File: src/rtl/sram_stream_reader.sv
// sram_stream_reader
// Read-side initiator for the tensorcore data SRAM. Issues back-to-back reads
// on one SRAM port, tracks the fixed read latency with a shift register of
// issue flags, and buffers returning words in a small FIFO. An output register
// presents the words in address order on a valid/ready stream.
//
// Every issued read owns one FIFO slot from the cycle it is presented to the
// SRAM until it leaves the FIFO for the output register. This credit rule lets
// the FIFO absorb every in-flight word without ever overflowing, whatever the
// downstream stalls.
//
// Optional feature: define SRAM_RD_ABORT_EN to add the abort port. With it,
// abort in ISSUE or DRAIN flushes the transfer and ends it with a done pulse.
// Without it, transfers always run to completion.

module sram_stream_reader #(
    parameter int ADDR_W       = 13,
    parameter int DATA_W       = 32,
    parameter int READ_LATENCY = 2,
    parameter int FIFO_DEPTH   = 4
) (
    input  logic              clk,
    input  logic              rst,
    input  logic              start,
    input  logic [ADDR_W-1:0] base_addr,
    input  logic [ADDR_W:0]   len,
    output logic              busy,
    output logic              done,
    output logic              sram_en,
    output logic              sram_we,
    output logic [ADDR_W-1:0] sram_addr,
    input  logic [DATA_W-1:0] sram_rdata,
    output logic              m_valid,
    input  logic              m_ready,
    output logic [DATA_W-1:0] m_data,
    output logic              m_last
`ifdef SRAM_RD_ABORT_EN
    ,
    input  logic              abort
`endif
);

    // ------------------------------------------------------------------
    // Constants
    // ------------------------------------------------------------------
    localparam logic [1:0] S_IDLE  = 2'd0;
    localparam logic [1:0] S_ISSUE = 2'd1;
    localparam logic [1:0] S_DRAIN = 2'd2;
    localparam logic [1:0] S_DONE  = 2'd3;

    localparam int PTR_W = (FIFO_DEPTH > 1) ? $clog2(FIFO_DEPTH) : 1;

    localparam logic [ADDR_W:0] CNT_ONE = {{ADDR_W{1'b0}}, 1'b1};

    // ------------------------------------------------------------------
    // Declarations
    // ------------------------------------------------------------------
    logic [1:0]            state;
    logic [ADDR_W:0]       len_q;
    logic [ADDR_W-1:0]     base_q;
    logic [ADDR_W:0]       issue_cnt;
    logic [ADDR_W:0]       load_cnt;

    // Issue flags; stage k is set k cycles after the read was presented.
    logic [READ_LATENCY:0] track;
    logic [4:0]            inflight;

    logic [DATA_W-1:0]     fifo_mem [FIFO_DEPTH];
    logic [PTR_W-1:0]      wr_ptr;
    logic [PTR_W-1:0]      rd_ptr;
    logic [4:0]            fifo_count;
    logic                  fifo_push;
    logic                  fifo_pop;

    logic [5:0]            credit_used;
    logic                  credit_ok;
    logic                  start_go;
    logic                  first_go;
    logic                  more_go;
    logic                  issue_go;
    logic                  last_hs;
    logic                  abort_hit;

    // ------------------------------------------------------------------
    // Abort qualification
    // ------------------------------------------------------------------
`ifdef SRAM_RD_ABORT_EN
    assign abort_hit = abort && ((state == S_ISSUE) || (state == S_DRAIN));
`else
    assign abort_hit = 1'b0;
`endif

    // ------------------------------------------------------------------
    // Status and fixed outputs
    // ------------------------------------------------------------------
    assign busy    = (state == S_ISSUE) || (state == S_DRAIN);
    assign done    = (state == S_DONE);
    assign sram_we = 1'b0;

    // ------------------------------------------------------------------
    // Credit accounting and issue decision
    // ------------------------------------------------------------------

    // Count the reads still travelling through the SRAM pipeline.
    always_comb begin
        // NOTE: every variable written here gets a default first, so no path
        // can leave it holding its old value and infer a latch.
        inflight = '0;
        for (int i = 0; i <= READ_LATENCY; i++) begin
            inflight = inflight + {4'b0000, track[i]};
        end
    end

    // A word leaving the FIFO this cycle frees its slot for a read issued in
    // the same cycle, which keeps the stream bubble-free at full rate.
    assign fifo_pop    = (fifo_count != '0) && (!m_valid || m_ready) && !abort_hit;
    assign fifo_push   = track[READ_LATENCY] && !abort_hit;
    assign credit_used = {1'b0, inflight} + {1'b0, fifo_count} - {5'b00000, fifo_pop};
    assign credit_ok   = credit_used < 6'(FIFO_DEPTH);

    // The first read is launched straight from IDLE so it reaches the SRAM in
    // the cycle after start; an idle block always has every credit free.
    assign start_go = (state == S_IDLE) && start;
    assign first_go = start_go && (len != '0);
    assign more_go  = (state == S_ISSUE) && !abort_hit && (issue_cnt < len_q) && credit_ok;
    assign issue_go = first_go || more_go;

    assign last_hs  = m_valid && m_ready && m_last;

    // ------------------------------------------------------------------
    // Control FSM
    // ------------------------------------------------------------------

    // Sequence IDLE -> ISSUE -> DRAIN -> DONE and latch the transfer request.
    always_ff @(posedge clk or posedge rst) begin
        if (rst) begin
            // NOTE: sequential state uses non-blocking assignments so every
            // register samples the pre-edge values of its neighbours.
            state  <= S_IDLE;
            len_q  <= '0;
            base_q <= '0;
        end else begin
            case (state)
                S_IDLE: begin
                    if (start) begin
                        len_q  <= len;
                        base_q <= base_addr;
                        // An empty transfer passes through DRAIN, which is
                        // already complete, so busy shows for one cycle.
                        state  <= (len == '0) ? S_DRAIN : S_ISSUE;
                    end
                end
                S_ISSUE: begin
                    if (abort_hit) begin
                        state <= S_DONE;
                    end else if (issue_cnt == len_q) begin
                        state <= S_DRAIN;
                    end
                end
                S_DRAIN: begin
                    if (abort_hit || (len_q == '0) || last_hs) begin
                        state <= S_DONE;
                    end
                end
                S_DONE: begin
                    state <= S_IDLE;
                end
                default: begin
                    state <= S_IDLE;
                end
            endcase
        end
    end

    // ------------------------------------------------------------------
    // SRAM request port
    // ------------------------------------------------------------------

    // Present one read per granted credit; the address wraps at 2^ADDR_W.
    always_ff @(posedge clk or posedge rst) begin
        if (rst) begin
            sram_en   <= 1'b0;
            sram_addr <= '0;
            issue_cnt <= '0;
        end else begin
            sram_en <= issue_go;
            if (start_go) begin
                issue_cnt <= first_go ? CNT_ONE : '0;
                if (first_go) begin
                    sram_addr <= base_addr;
                end
            end else if (more_go) begin
                issue_cnt <= issue_cnt + CNT_ONE;
                sram_addr <= base_q + issue_cnt[ADDR_W-1:0];
            end
        end
    end

    // ------------------------------------------------------------------
    // In-flight tracker
    // ------------------------------------------------------------------

    // Shift issue flags so the last stage lines up with valid read data.
    always_ff @(posedge clk or posedge rst) begin
        if (rst) begin
            track <= '0;
        end else if (abort_hit) begin
            track <= '0;
        end else begin
            track <= {track[READ_LATENCY-1:0], issue_go};
        end
    end

    // ------------------------------------------------------------------
    // Output FIFO
    // ------------------------------------------------------------------

    // Capture returning read data; sram_rdata is stale in every other cycle.
    always_ff @(posedge clk) begin
        // NOTE: the storage array has no reset; the pointers and count decide
        // which entries are meaningful, so clearing the data buys nothing.
        if (fifo_push) begin
            fifo_mem[wr_ptr] <= sram_rdata;
        end
    end

    // Maintain FIFO pointers and occupancy; simultaneous push and pop cancel.
    always_ff @(posedge clk or posedge rst) begin
        if (rst) begin
            wr_ptr     <= '0;
            rd_ptr     <= '0;
            fifo_count <= '0;
        end else if (abort_hit) begin
            wr_ptr     <= '0;
            rd_ptr     <= '0;
            fifo_count <= '0;
        end else begin
            if (fifo_push) begin
                wr_ptr <= (wr_ptr == PTR_W'(FIFO_DEPTH - 1)) ? '0 : wr_ptr + 1'b1;
            end
            if (fifo_pop) begin
                rd_ptr <= (rd_ptr == PTR_W'(FIFO_DEPTH - 1)) ? '0 : rd_ptr + 1'b1;
            end
            case ({fifo_push, fifo_pop})
                2'b10:   fifo_count <= fifo_count + 5'd1;
                2'b01:   fifo_count <= fifo_count - 5'd1;
                default: fifo_count <= fifo_count;
            endcase
        end
    end

    // ------------------------------------------------------------------
    // Stream output register
    // ------------------------------------------------------------------

    // Load the next word when the output slot is empty or being accepted, and
    // flag the word that completes the transfer.
    always_ff @(posedge clk or posedge rst) begin
        if (rst) begin
            m_valid  <= 1'b0;
            m_data   <= '0;
            m_last   <= 1'b0;
            load_cnt <= '0;
        end else if (abort_hit) begin
            m_valid <= 1'b0;
            m_last  <= 1'b0;
        end else if (start_go) begin
            load_cnt <= '0;
        end else if (fifo_pop) begin
            m_valid  <= 1'b1;
            m_data   <= fifo_mem[rd_ptr];
            m_last   <= (load_cnt + CNT_ONE) == len_q;
            load_cnt <= load_cnt + CNT_ONE;
        end else if (m_valid && m_ready) begin
            m_valid <= 1'b0;
            m_last  <= 1'b0;
        end
    end

endmodule

File: config.mk
export PLATFORM = sky130hd
export DESIGN_NAME = sram_stream_reader
export DESIGN_NICKNAME = d
export VERILOG_FILES = /design/src/rtl/sram_stream_reader.sv
export SDC_FILE = /design/constraint.sdc
export NUM_CORES = 1
export LEC_CHECK = 0
export CORE_ASPECT_RATIO = 0.9
export CORE_MARGIN = 8
export CORE_UTILIZATION = 35
export CTS_BUF_LIST = sky130_fd_sc_hd__clkbuf_8
export DETAILED_ROUTE_END_ITERATION = 10
export PLACE_DENSITY_LB_ADDON = 0.05
export SYNTH_ARGS = -nofsm -noshare
export SYNTH_HDL_FRONTEND = slang
export SYNTH_SLANG_ARGS = --single-unit
File: constraint.sdc
create_clock -name clk -period 9.2 [get_ports clk]
set_input_delay 1.84 -clock clk [delete_from_list [all_inputs] [get_ports clk]]
set_output_delay 1.84 -clock clk [all_outputs]
set_load 0.03 [all_outputs]
; Word level (Yosys, flattened, before mapping)
; Memories as Yosys holds them, arrays and structs flattened. A register that Yosys moved wholly into a read port is not among the register bits.
; Index checks and enable logic that the tools add are counted.
[totals]
n_memories = 1
ramBits = 128
regBits = 85
rom_bits = 0
latch_bits = 0
[memory_table]
columns = name, depth, width, rd, rd_clocked_by_memory_dff, write_ports, line
row1 = fifo_mem, 4, 32, 1, 1, 1, 68  ; logic [DATA_W-1:0] fifo_mem [FIFO_DEPTH];
[classes]
order_cmp = 2
addsub = 11
n_mul = 0
n_mux = 21
div_mod_pow = 0
n_eq_ne = 13
n_reduce_logical = 26
bitwise_logic = 1
shifts = 0
[op_table]
columns = operator, n
row1 = $mux 14, 4
row2 = $mux 13, 3
row3 = $add 14x1->14 const B, 2
row4 = $eq 14x14->1, 2
row5 = $logic_not 14->1, 2
row6 = $lt 14x14->1, 1
row7 = $reduce_bool 14->1, 1
row8 = $add 13x13->13, 1
row9 = $mux 2, 6
row10 = $eq 2x2->1 const B, 5
row11 = $pmux 5 s2, 1
row12 = $pmux 2 s4, 1
row13 = $reduce_and 2->1, 4
row14 = $reduce_bool 2->1, 4
row15 = $logic_and 1x1->1, 7
row16 = $add 3x5->6, 1
row17 = $lt 6x3->1 const B, 1
row18 = $mux 1, 6
row19 = $ne 2x1->1 const B, 3
row20 = $sub 6x1->6, 1
row21 = $add 5x1->5 const B, 1
row22 = $reduce_bool 5->1, 1
row23 = $sub 5x1->5 const B, 1
row24 = $add 2x1->2 const B, 2
row25 = other kinds (9), 13

; Depth between registers and ports, before layout
[depth]
ltp_word = 8
ltp_mapped = 17
mapped_depth_nobuf = 14

; Worst setup path after synthesis
; Ideal clock, no wire load.
[synth_path]
path_kind = input to register
start = input m_ready
end = register sram_addr[12]
stages = 14
path_slack_ps = 4147
arrival_ps = 4930
n_path_buf = 2
path_cell_list = nor2b_1 nor2_1 clkbuf_1 ha_1 inv_1 fa_1 ha_1 a31oi_1 mux2_2 a32o_1 and4_2 buf_2 a211o_1 o221a_2
[synth_between]
elab_chain_len = 7
[synth_lines]
columns = element, line
row1 = "start, declared", 34  ; input logic m_ready,
row2 = $logic_or 1x1->1, 116  ; assign fifo_pop = (fifo_count != '0) && (!m_valid || m_ready) && !abort_hit;
row3 = $logic_and 1x1->1, 116
row4 = named net fifo_pop, 73  ; logic fifo_pop;
row5 = $sub 6x1->6, 118  ; assign credit_used = {1'b0, inflight} + {1'b0, fifo_count} - {5'b00000, fifo_pop};
row6 = $lt 6x3->1, 119  ; assign credit_ok = credit_used < 6'(FIFO_DEPTH);
row7 = $logic_and 1x1->1, 125  ; assign more_go = (state == S_ISSUE) && !abort_hit && (issue_cnt < len_q) && credit_ok;
row8 = $reduce_bool 2->1 (no line), -
row9 = $reduce_and 2->1 (no line), -
row10 = "end signal, assigned", 190  ; sram_addr <= base_addr;
row11 = "end signal, assigned", 194  ; sram_addr <= base_q + issue_cnt[ADDR_W-1:0];
row12 = "end, declared", 31  ; output logic [ADDR_W-1:0] sram_addr,
; The timed path passes the listed nets, and every way through them passes these cells.
; A chain may end at the register's enable or synchronous reset.

; Worst setup path after layout
[layout_path]
start = input m_ready
end = register sram_addr[3]
[layout_between]
elab_chain_len = 7
[layout_lines]
columns = element, line
row1 = $logic_or 1x1->1, 116
row2 = $logic_and 1x1->1, 116
row3 = $sub 6x1->6, 118
row4 = $lt 6x3->1, 119
row5 = $logic_and 1x1->1, 125
row6 = $reduce_bool 2->1 (no line), -
row7 = $reduce_and 2->1 (no line), -
; Every way passes these cells.

==> reports/qor.csv <==
stage,metric,value,unit
run_status,outcome,completed,
layout,final antenna diode count,0,
place,port bufs,112,
power,Final Power,4410,µW
drt,router iterations before antenna repair,4,
drt,DRT iter0 DRCs,286,
sta,Slew Limit Fails,0,
critical_path,required time of the critical path,9.63,ns
critical_path,R2R Path Start,fifo_count[3],
drt,DRT Wirelength,26500,µm
critical_path,Worst setup SP type,input pin,
floorplanning,initial core utilization,0.356,
grt,vias in the first global route,7458,
floorplanning,Core Box Area,0.0320,mm²
sta,Peak Freq,0.192,GHz
yosys,"Top FF cell, synth",edfxtp_1,
sta,Final TNS setup,0,ns
critical_path,reg2reg setup slack,4.66,ns
drt,average via count per standard cell,4.91,
power,"IR drop worst, VDD",129,µV
floorplanning,Die X-Extent,206,µm
hold_path,worst hold path type,flip-flop to flip-flop,
drt,ANT nets after route,0,
sta,WHS,0.383,ns
grt,final global-route overflow total,0,
yosys,register area share after synthesis,0.592,
critical_path,CP max FO,22,
layout,Area Growth Syn to Fin,21.0,%
cts,post_cts resized,0,
grt,first-pass GRT wire length,42700,µm
drt,WL per Instance,18.4,µm
yosys,number of synthesized flops with an enable pin,128,
layout,Layout Cells excl Fill,1437,
power,Leakage,0.00544,µW
yosys,syn_nets,975,
sta,"Setup violations, final",0,
grt,gr usage total,0.139,
layout,sequential cell area,0.00675,mm²
critical_path,Crit. Startpoint,m_ready,
cts,# hold bufs at CTS,0,
sta,Max-Slew Margin vs Limit,0.396,
cts,Num CTS Buffers,43,
yosys,number of synthesized register bits,244,
floorplanning,Die Y,187,µm
place,Placer Congestion,0.767,
floorplanning,num rows,62,
yosys,synthesized area per cell,13.3,µm²
layout,Fillers,3052,
critical_path,Crit Path Category,input pin to flip-flop,
yosys,Syn Std Cell Area,0.0114,mm²
cts,TritonCTS clock tree,built,
cts,clock buffer depth,3,
yosys,synth warn,0,
cts,"CTS clk-pin slew, worst paths",0.06,ns
power,Power Dens Cells,320,mW/mm²
drt,vias,7050,
cts,post-CTS setup buffers,0,
layout,layout cells sized above 1,0.155,
sta,actual slew at the worst max-slew pin,0.894,ns
place,HPWL Detailed,17300,µm
sta,Final Critical Period,5.20,ns
yosys,asr flop ratio synth,0.475,
yosys,Cells after Synth,857,
sta,Tcrit/Tclk final,0.565,
sta,Clock Skew,0.0253,ns
hold_path,Hold Path Origin,track[1],
layout,multi-input logic area,0.00428,mm²
critical_path,CP Capture Type,flip-flop,
sta,final hold violation count,0,
layout,nets@finish,1104,
grt,largest net degree at the start of global routing,82,
yosys,Yosys cell types,63,
sta,RSZ-0062 raised after global routing,no,
cts,Skew-Pair Late Insertion Delay,0.55,ns
floorplanning,full die area,0.0386,mm²
floorplanning,num ports,114,
cts,CTS sink count,244,
layout,cell area after layout,0.0138,mm²
job,maxcap violations,0,
place,placed cells,1357,
cts,Root Buffer,clkbuf_8,
critical_path,CP arrival,5.63,ns
grt,initial antenna violation count,1,
cts,H-tree depth,2,
place,placed inst area,0.0129,mm²
drt,drc violations,0,
cell families (layout without fill, tap and decap cells):
group | Yosys count | after routing | share of synthesized area
AO/OA/AOI/OAI | 127 | 127 | 0.0704
XOR/XNOR | 42 | 42 | 0.0323
adder cells (fa/ha/maj) | 55 | 55 | 0.0624
buffers and inverters | 82 | 246 | 0.0323
flip-flops | 244 | 244 | 0.592
multiplexers | 82 | 82 | 0.112
other | 1 | 1 | 0.000329
AND/OR/NAND/NOR | 224 | 224 | 0.0977
worst paths after layout:
kind                           endpoint  cells past startpoint
max                        sram_addr[3]                     14
min                            track[2]                      0
max reg2reg                sram_addr[3]                     15
min reg2reg                    track[2]                      0
max in group asynchronous     rd_ptr[0]                      3
min in group asynchronous     m_data[5]                      2
cell type report:
cell class,count,area share
Tap cell,416,0.0378
Inverter,42,0.0116
Timing Repair Buffer,124,0.0879
Clock buffer,54,0.0539
Clock inverter,26,0.00836
Multi-Input combinational cell,531,0.311
Sequential cell,244,0.490
metal layers:
layer / global-route usage / routed length, µm
met5: 0 / 13
met4: 0.0371 / 468
met3: 0.0308 / 1030
met2: 0.213 / 12100
met1: 0.197 / 12900
power by group:
part           internal, µW  switching (µW)
registers              1460             204
clock network           531             443
logic                   821             956
state kept, by name, indices dropped and copies added (netlist names), 2 cells and up:
register	count
load_cnt	14
rd_ptr	2
fifo_mem	128
issue_cnt	14
sram_addr	13
track	3
m_data	32
len_q	14
state	2
fifo_count	5
wr_ptr	2
base_q	13
cell usage in the layout, fill, tap and decap left out, types with 3 or more instances in the layout:
| cell type | synthesis | final |
|---|---|---|
| nor4_1 | 6 | 6 |
| a31oi_1 | 6 | 6 |
| o21ai_0 | 49 | 48 |
| and4_1 | 4 | 4 |
| nand4b_1 | 5 | 5 |
| o31ai_1 | 7 | 7 |
| and3_1 | 5 | 5 |
| inv_1 | 42 | 62 |
| fa_1 | 3 | 3 |
| a211oi_1 | 4 | 4 |
| a21o_1 | 9 | 9 |
| clkdlybuf4s50_1 | 0 | 112 |
| clkbuf_8 | 4 | 54 |
| nand3_1 | 18 | 18 |
| or3_2 | 3 | 3 |
| ha_1 | 52 | 52 |
| mux2i_1 | 6 | 6 |
| or3_1 | 3 | 3 |
| dfrtp_1 | 116 | 115 |
| xnor2_1 | 27 | 27 |
| nand4_1 | 9 | 9 |
| nand2b_1 | 8 | 8 |
| mux2_2 | 44 | 44 |
| a21boi_0 | 3 | 3 |
| nor2_1 | 36 | 36 |
| and2_1 | 8 | 7 |
| a21oi_1 | 28 | 28 |
| nor3_1 | 11 | 10 |
| buf_4 | 3 | 12 |
| nand2_1 | 88 | 88 |
| or4_1 | 5 | 5 |
| mux4_2 | 32 | 32 |
| nor2b_1 | 5 | 5 |
| clkinv_1 | 0 | 3 |
| edfxtp_1 | 128 | 128 |
| xor2_1 | 15 | 15 |
synth_stat cells (9+ instances only):
cell type,count,share of area
nor2_1,36,0.012
mux4_2,32,0.063
ha_1,52,0.057
a21o_1,9,0.0059
nand4_1,9,0.0049
xnor2_1,27,0.021
xor2_1,15,0.012
nand2_1,88,0.029
inv_1,42,0.014
nand3_1,18,0.0079
nor3_1,11,0.0048
o21ai_0,49,0.022
clkbuf_1,29,0.0096
a21oi_1,28,0.012
dfrtp_1,116,0.25
mux2_2,44,0.044
edfxtp_1,128,0.34
critical path: stages:
cell	delay (ns)
clkdlybuf4s50_1	0.47
nor2b_1	0.30
nor2_1	0.12
ha_1	0.32
inv_1	0.04
fa_1	0.36
ha_1	0.27
a31oi_1	0.20
mux2_2	0.19
a32o_1	0.20
nand4_2	0.41
o21ai_1	0.28
buf_4	0.25
mux2_2	0.36
per-stage QoR:
step,util,setup slack (ns)
after floorplan,-,4.15
after global placement,0.404,3.45
after detailed placement,0.404,3.43
after CTS,0.431,3.99
after global routing,0.431,3.71
final,0.431,4.00
Power figures use the tool's default switching activity.
==> patch 1: new RTL, same flow settings <==
The option `SRAM_RD_ABORT_EN` is turned on by a define.
--- a/src/rtl/sram_stream_reader.sv
+++ b/src/rtl/sram_stream_reader.sv
@@ -13,4 +13,6 @@
 // abort in ISSUE or DRAIN flushes the transfer and ends it with a done pulse.
 // Without it, transfers always run to completion.
+
+`define SRAM_RD_ABORT_EN
 
 module sram_stream_reader #(
Ports: changed (added abort); port bits go from 114 to 115. The function was not compared with the original's and may differ.
==> patch 1 against the original RTL <==
  * Via count grew 9.0%
  * Register-to-register slack lost 30 ps
  * Count of clock-buffer cells in the layout shrank 1
  * Clock power is essentially flat
  * Routed wire length grew 9.9%
  * Design area grew 1.2%
  * Area after synthesis grew 1.2%
  * Sequential cell count grew 1
  * Utilization shrank 0.48 points
  * Total power grew 2.1%
  * Worst setup slack lost 530 ps
==> patch 1: results (changes against the original RTL) <==
.. list-table::
   :header-rows: 1

   * - Metric
     - Value
   * - Final Wtd Congestion
     - 0.759 (-1.0%)
   * - Overall power of the completed layout
     - 4.50 mW (+2.1%)
   * - Leakage dissipation
     - 5.60 nW (+3.0%)
   * - Synth top area cells
     - sky130_fd_sc_hd__edfxtp_1 33%, sky130_fd_sc_hd__dfrtp_1 25%, sky130_fd_sc_hd__mux4_2 6.3%
   * - Clock insertion delay at the later pin of the skew report
     - 570 ps (+20 ps)
   * - Largest incremental delay on the critical path
     - 620 ps (+150 ps)
   * - Worst slack at placement
     - 2950 ps (-480 ps)
   * - Number of nets in the layout
     - 1195 (+8.2%)
   * - Worst setup skew after layout
     - 27.1 ps (+1.81 ps)
   * - Mux share of post-synthesis cell area
     - 0.0801 (-0.0320)
   * - Proportion of layout cells with a drive suffix above 1
     - 0.105 (-0.0493)
   * - Syn Nets
     - 1070 (+9.7%)
   * - Run status
     - finished clean
   * - Worst slew pin tran
     - 1020 ps (+125 ps)
   * - Vias in the first global route
     - 8147 (+9.2%)
   * - Global-route wire length before repair
     - 46.8 mm (+9.6%)
   * - Detailed-routing iteration count for the pre-antenna-repair pass
     - 5 (+1)
   * - Asr flop ratio synth
     - 0.478 (+0.00214)
   * - Xor/xnor cell area share of the yosys netlist
     - 0.0236 (-0.00875)
   * - Share of the yosys chip area belonging to registers
     - 0.588 (-0.00490)
   * - Average routed wire per standard cell
     - 19.0 microns (+3.1%)
   * - DP Wirelength
     - 18.7 mm (+7.7%)
   * - Commonest cells in the netlist
     - 184 x sky130_fd_sc_hd__nand2_1, 128 x sky130_fd_sc_hd__edfxtp_1, 117 x sky130_fd_sc_hd__dfrtp_1
   * - Worst Path Max Fanout
     - 29 (+32%)
   * - Vias per std cell
     - 5.02 (+2.3%)
   * - Vias
     - 7686 (+9.0%)
   * - Unique masters post-synth
     - 64 (+1.6%)
   * - Synth Area in Compound Gates
     - 0.0883 (+0.0178)
   * - Number of port buffers
     - 113 (+0.89%)
   * - Data arrival time at the worst-slack endpoint
     - 6160 ps (+530 ps)
   * - Initial antenna violation count
     - 0 (-1)
   * - Drt first-iter violations
     - 452 (+58%)
   * - Critical path's slowest cell
     - sky130_fd_sc_hd__o21a_1
   * - Combinational cell fraction of total power
     - 0.424 (+0.021)
   * - Worst IR drop on VDD
     - 188 uV (+46%)
[patch 1: metrics by stage]
step / util / area (sq um)
CTS: 0.426 / 13900
floorplan: - / 11500
global placement: 0.400 / 13100
detailed placement: 0.400 / 13100
global route: 0.426 / 13900
finish: 0.426 / 13900
[patch 1: cells by family after synthesis]
group           count (synthesis)
fa+ha+maj                      54
buf+inv                        87
simple gates                  325
mux                            51
compound gates                158
flops                         245
other cells                     1
xor+xnor                       31
[patch 1: worst max-delay path, delay by kind of cell]
family          cells  cell delay (ps)
buf+inv             4              990
simple gates        5              730
mux                 1              410
fa+ha+maj           3              810
compound gates      3             1350
[patch 1: area by class of cell]
| cell class | count | area [sq um] |
|---|---|---|
| Clock buffer | 53 | 729 |
| Clock inverter | 26 | 123 |
| Fill cell | 3137 | 18800 |
| Inverter | 45 | 171 |
| Multi-Input combinational cell | 620 | 4430 |
| Sequential cell | 245 | 6770 |
| Tap cell | 422 | 528 |
| Timing Repair Buffer | 121 | 1190 |
[patch 1: layer usage]
| metal | wire [microns] | GRT usage |
|---|---|---|
| met2 | 13100 | 0.236 |
| met3 | 1140 | 0.0309 |
| met4 | 442 | 0.0390 |
| met5 | 0 | 0 |
| met1 | 14400 | 0.209 |
[patch 1: final timing paths]
kind                       cells after the start                       from  slack (ps)                        to
min                                            2     m_data[13]$_DFFE_PP0P_         470    m_data[13]$_DFFE_PP0P_
max in group asynchronous                      3                        rst        6020     rd_ptr[0]$_DFFE_PP0N_
max reg2reg                                   16  fifo_count[2]$_DFFE_PP0P_        4630  sram_addr[9]$_DFFE_PP0P_
max                                           16                    m_ready        3480  sram_addr[9]$_DFFE_PP0P_
min reg2reg                                    2     m_data[13]$_DFFE_PP0P_         470    m_data[13]$_DFFE_PP0P_
min in group asynchronous                      2                        rst        1770  sram_addr[8]$_DFFE_PP0P_
==> patch 2: new RTL, same flow settings <==
Without the edit above. Reset style: synchronous (`rst`), changed in 5 clocked blocks.
--- a/src/rtl/sram_stream_reader.sv
+++ b/src/rtl/sram_stream_reader.sv
@@ -133,5 +133,5 @@
 
     // Sequence IDLE -> ISSUE -> DRAIN -> DONE and latch the transfer request.
-    always_ff @(posedge clk or posedge rst) begin
+    always_ff @(posedge clk) begin
         if (rst) begin
             // NOTE: sequential state uses non-blocking assignments so every
@@ -178,5 +178,5 @@
 
     // Present one read per granted credit; the address wraps at 2^ADDR_W.
-    always_ff @(posedge clk or posedge rst) begin
+    always_ff @(posedge clk) begin
         if (rst) begin
             sram_en   <= 1'b0;
@@ -202,5 +202,5 @@
 
     // Shift issue flags so the last stage lines up with valid read data.
-    always_ff @(posedge clk or posedge rst) begin
+    always_ff @(posedge clk) begin
         if (rst) begin
             track <= '0;
@@ -226,5 +226,5 @@
 
     // Maintain FIFO pointers and occupancy; simultaneous push and pop cancel.
-    always_ff @(posedge clk or posedge rst) begin
+    always_ff @(posedge clk) begin
         if (rst) begin
             wr_ptr     <= '0;
@@ -256,5 +256,5 @@
     // Load the next word when the output slot is empty or being accepted, and
     // flag the word that completes the transfer.
-    always_ff @(posedge clk or posedge rst) begin
+    always_ff @(posedge clk) begin
         if (rst) begin
             m_valid  <= 1'b0;
Check against the original RTL: differs if rst is asserted again (counterexample within 4 cycles, from zero or initial values and one cycle with rst high); with rst held inactive, the same outputs for 4 cycles.
==> patch 2 against the original RTL <==
  * Utilization rose by 0.23 points
  * Worst setup slack got worse by 410 ps
  * Critical endpoint is now sram_addr[6]$_SDFFE_PP0P_
  * Non-clock buffer count fell by 4
  * Design area fell by 2.8%
  * Synthesized cell count rose by 14%
  * Clock skew rose by 5.1 ps
  * Total power fell by 15%
  * Area after synthesis fell by 3.4%
  * Clock power rose by 5%
  * Routed wire length rose by 8.4%
  * Sequential cell count did not move
  * Largest cell class unchanged
==> patch 2: results (changes against the original RTL) <==
.. list-table::
   :header-rows: 1

   * - Metric
     - Value
   * - Run status
     - finished clean
   * - Highest Clock Rate
     - 178 MHz (-7.3%)
   * - Count of multi-input gates
     - 639 (+20%)
   * - Worst IR drop on VDD
     - 148 uV (+15%)
   * - Synth top area cells
     - sky130_fd_sc_hd__edfxtp_1 35%, sky130_fd_sc_hd__dfxtp_1 21%, sky130_fd_sc_hd__mux4_2 6.6%
   * - Clock network share of area
     - 0.0664 (+0.00411)
   * - Worst setup skew after layout
     - 30.4 ps (+5.11 ps)
   * - Wire length on met1
     - 13.5 mm (+5.0%)
   * - Vias in the first global route
     - 7963 (+6.8%)
   * - Unique masters post-synth
     - 65 (+3.2%)
   * - Worst slew pin tran
     - 1170 ps (+275 ps)
   * - Clkbuf count
     - 48 (-11%)
   * - HP Start
     - track[1]$_SDFF_PP0_
   * - Final hold slack
     - 452 ps (+68.4 ps)
   * - Aggregate routed wire length
     - 28.7 mm (+8.4%)
   * - Critical path's slowest cell
     - sky130_fd_sc_hd__nor4_1
   * - Number of nets in the layout
     - 1214 (+10%)
   * - Total power divided by cell area
     - 279 nW/um^2 (-13%)
   * - Tapcells
     - 409 (-1.7%)
   * - Placed cells
     - 1460 (+7.6%)
   * - Routing usage on met3
     - 0.0386 (+0.00779)
   * - Commonest cells in the netlist
     - 155 x sky130_fd_sc_hd__nand2_1, 128 x sky130_fd_sc_hd__edfxtp_1, 116 x sky130_fd_sc_hd__dfxtp_1
   * - Total routing usage reported by global routing
     - 0.154 (+0.0143)
   * - Endpoint of the worst hold-timing path
     - track[2]$_SDFF_PP0_
   * - Register-to-register path setup slack
     - 4240 ps (-420 ps)
   * - Destination of the worst register-to-register timing path
     - sram_addr[6]$_SDFFE_PP0P_
   * - Met1 track demand over resource
     - 0.202 (+0.00546)
   * - Overall power of the completed layout
     - 3.74 mW (-15%)
   * - Drt first-iter violations
     - 415 (+45%)
patch 2: cell count changes after synthesis, moves of 5 or more:
cell	before	now
sky130_fd_sc_hd__dfrtp_1	116	0
sky130_fd_sc_hd__dfxtp_1	0	116
sky130_fd_sc_hd__a21oi_1	28	106
sky130_fd_sc_hd__nand2_1	88	155
sky130_fd_sc_hd__mux2_2	44	1
sky130_fd_sc_hd__o21ai_0	49	18
sky130_fd_sc_hd__nor2_1	36	49
sky130_fd_sc_hd__clkbuf_1	29	36
sky130_fd_sc_hd__nand4_1	9	16
sky130_fd_sc_hd__inv_1	42	48
sky130_fd_sc_hd__buf_1	2	7
sky130_fd_sc_hd__nand4b_1	5	0
sky130_fd_sc_hd__or3_1	3	8
patch 2: kinds of logic after synthesis:
logic type	share of synthesized area
and+or+nand+nor	0.127
DFF	0.561
AOI/OAI and AO/OA	0.110
buffers and inverters	0.0337
adders and majority gates	0.0655
xor gates and xnor gates	0.0326
muxes	0.0702
other	0.000341
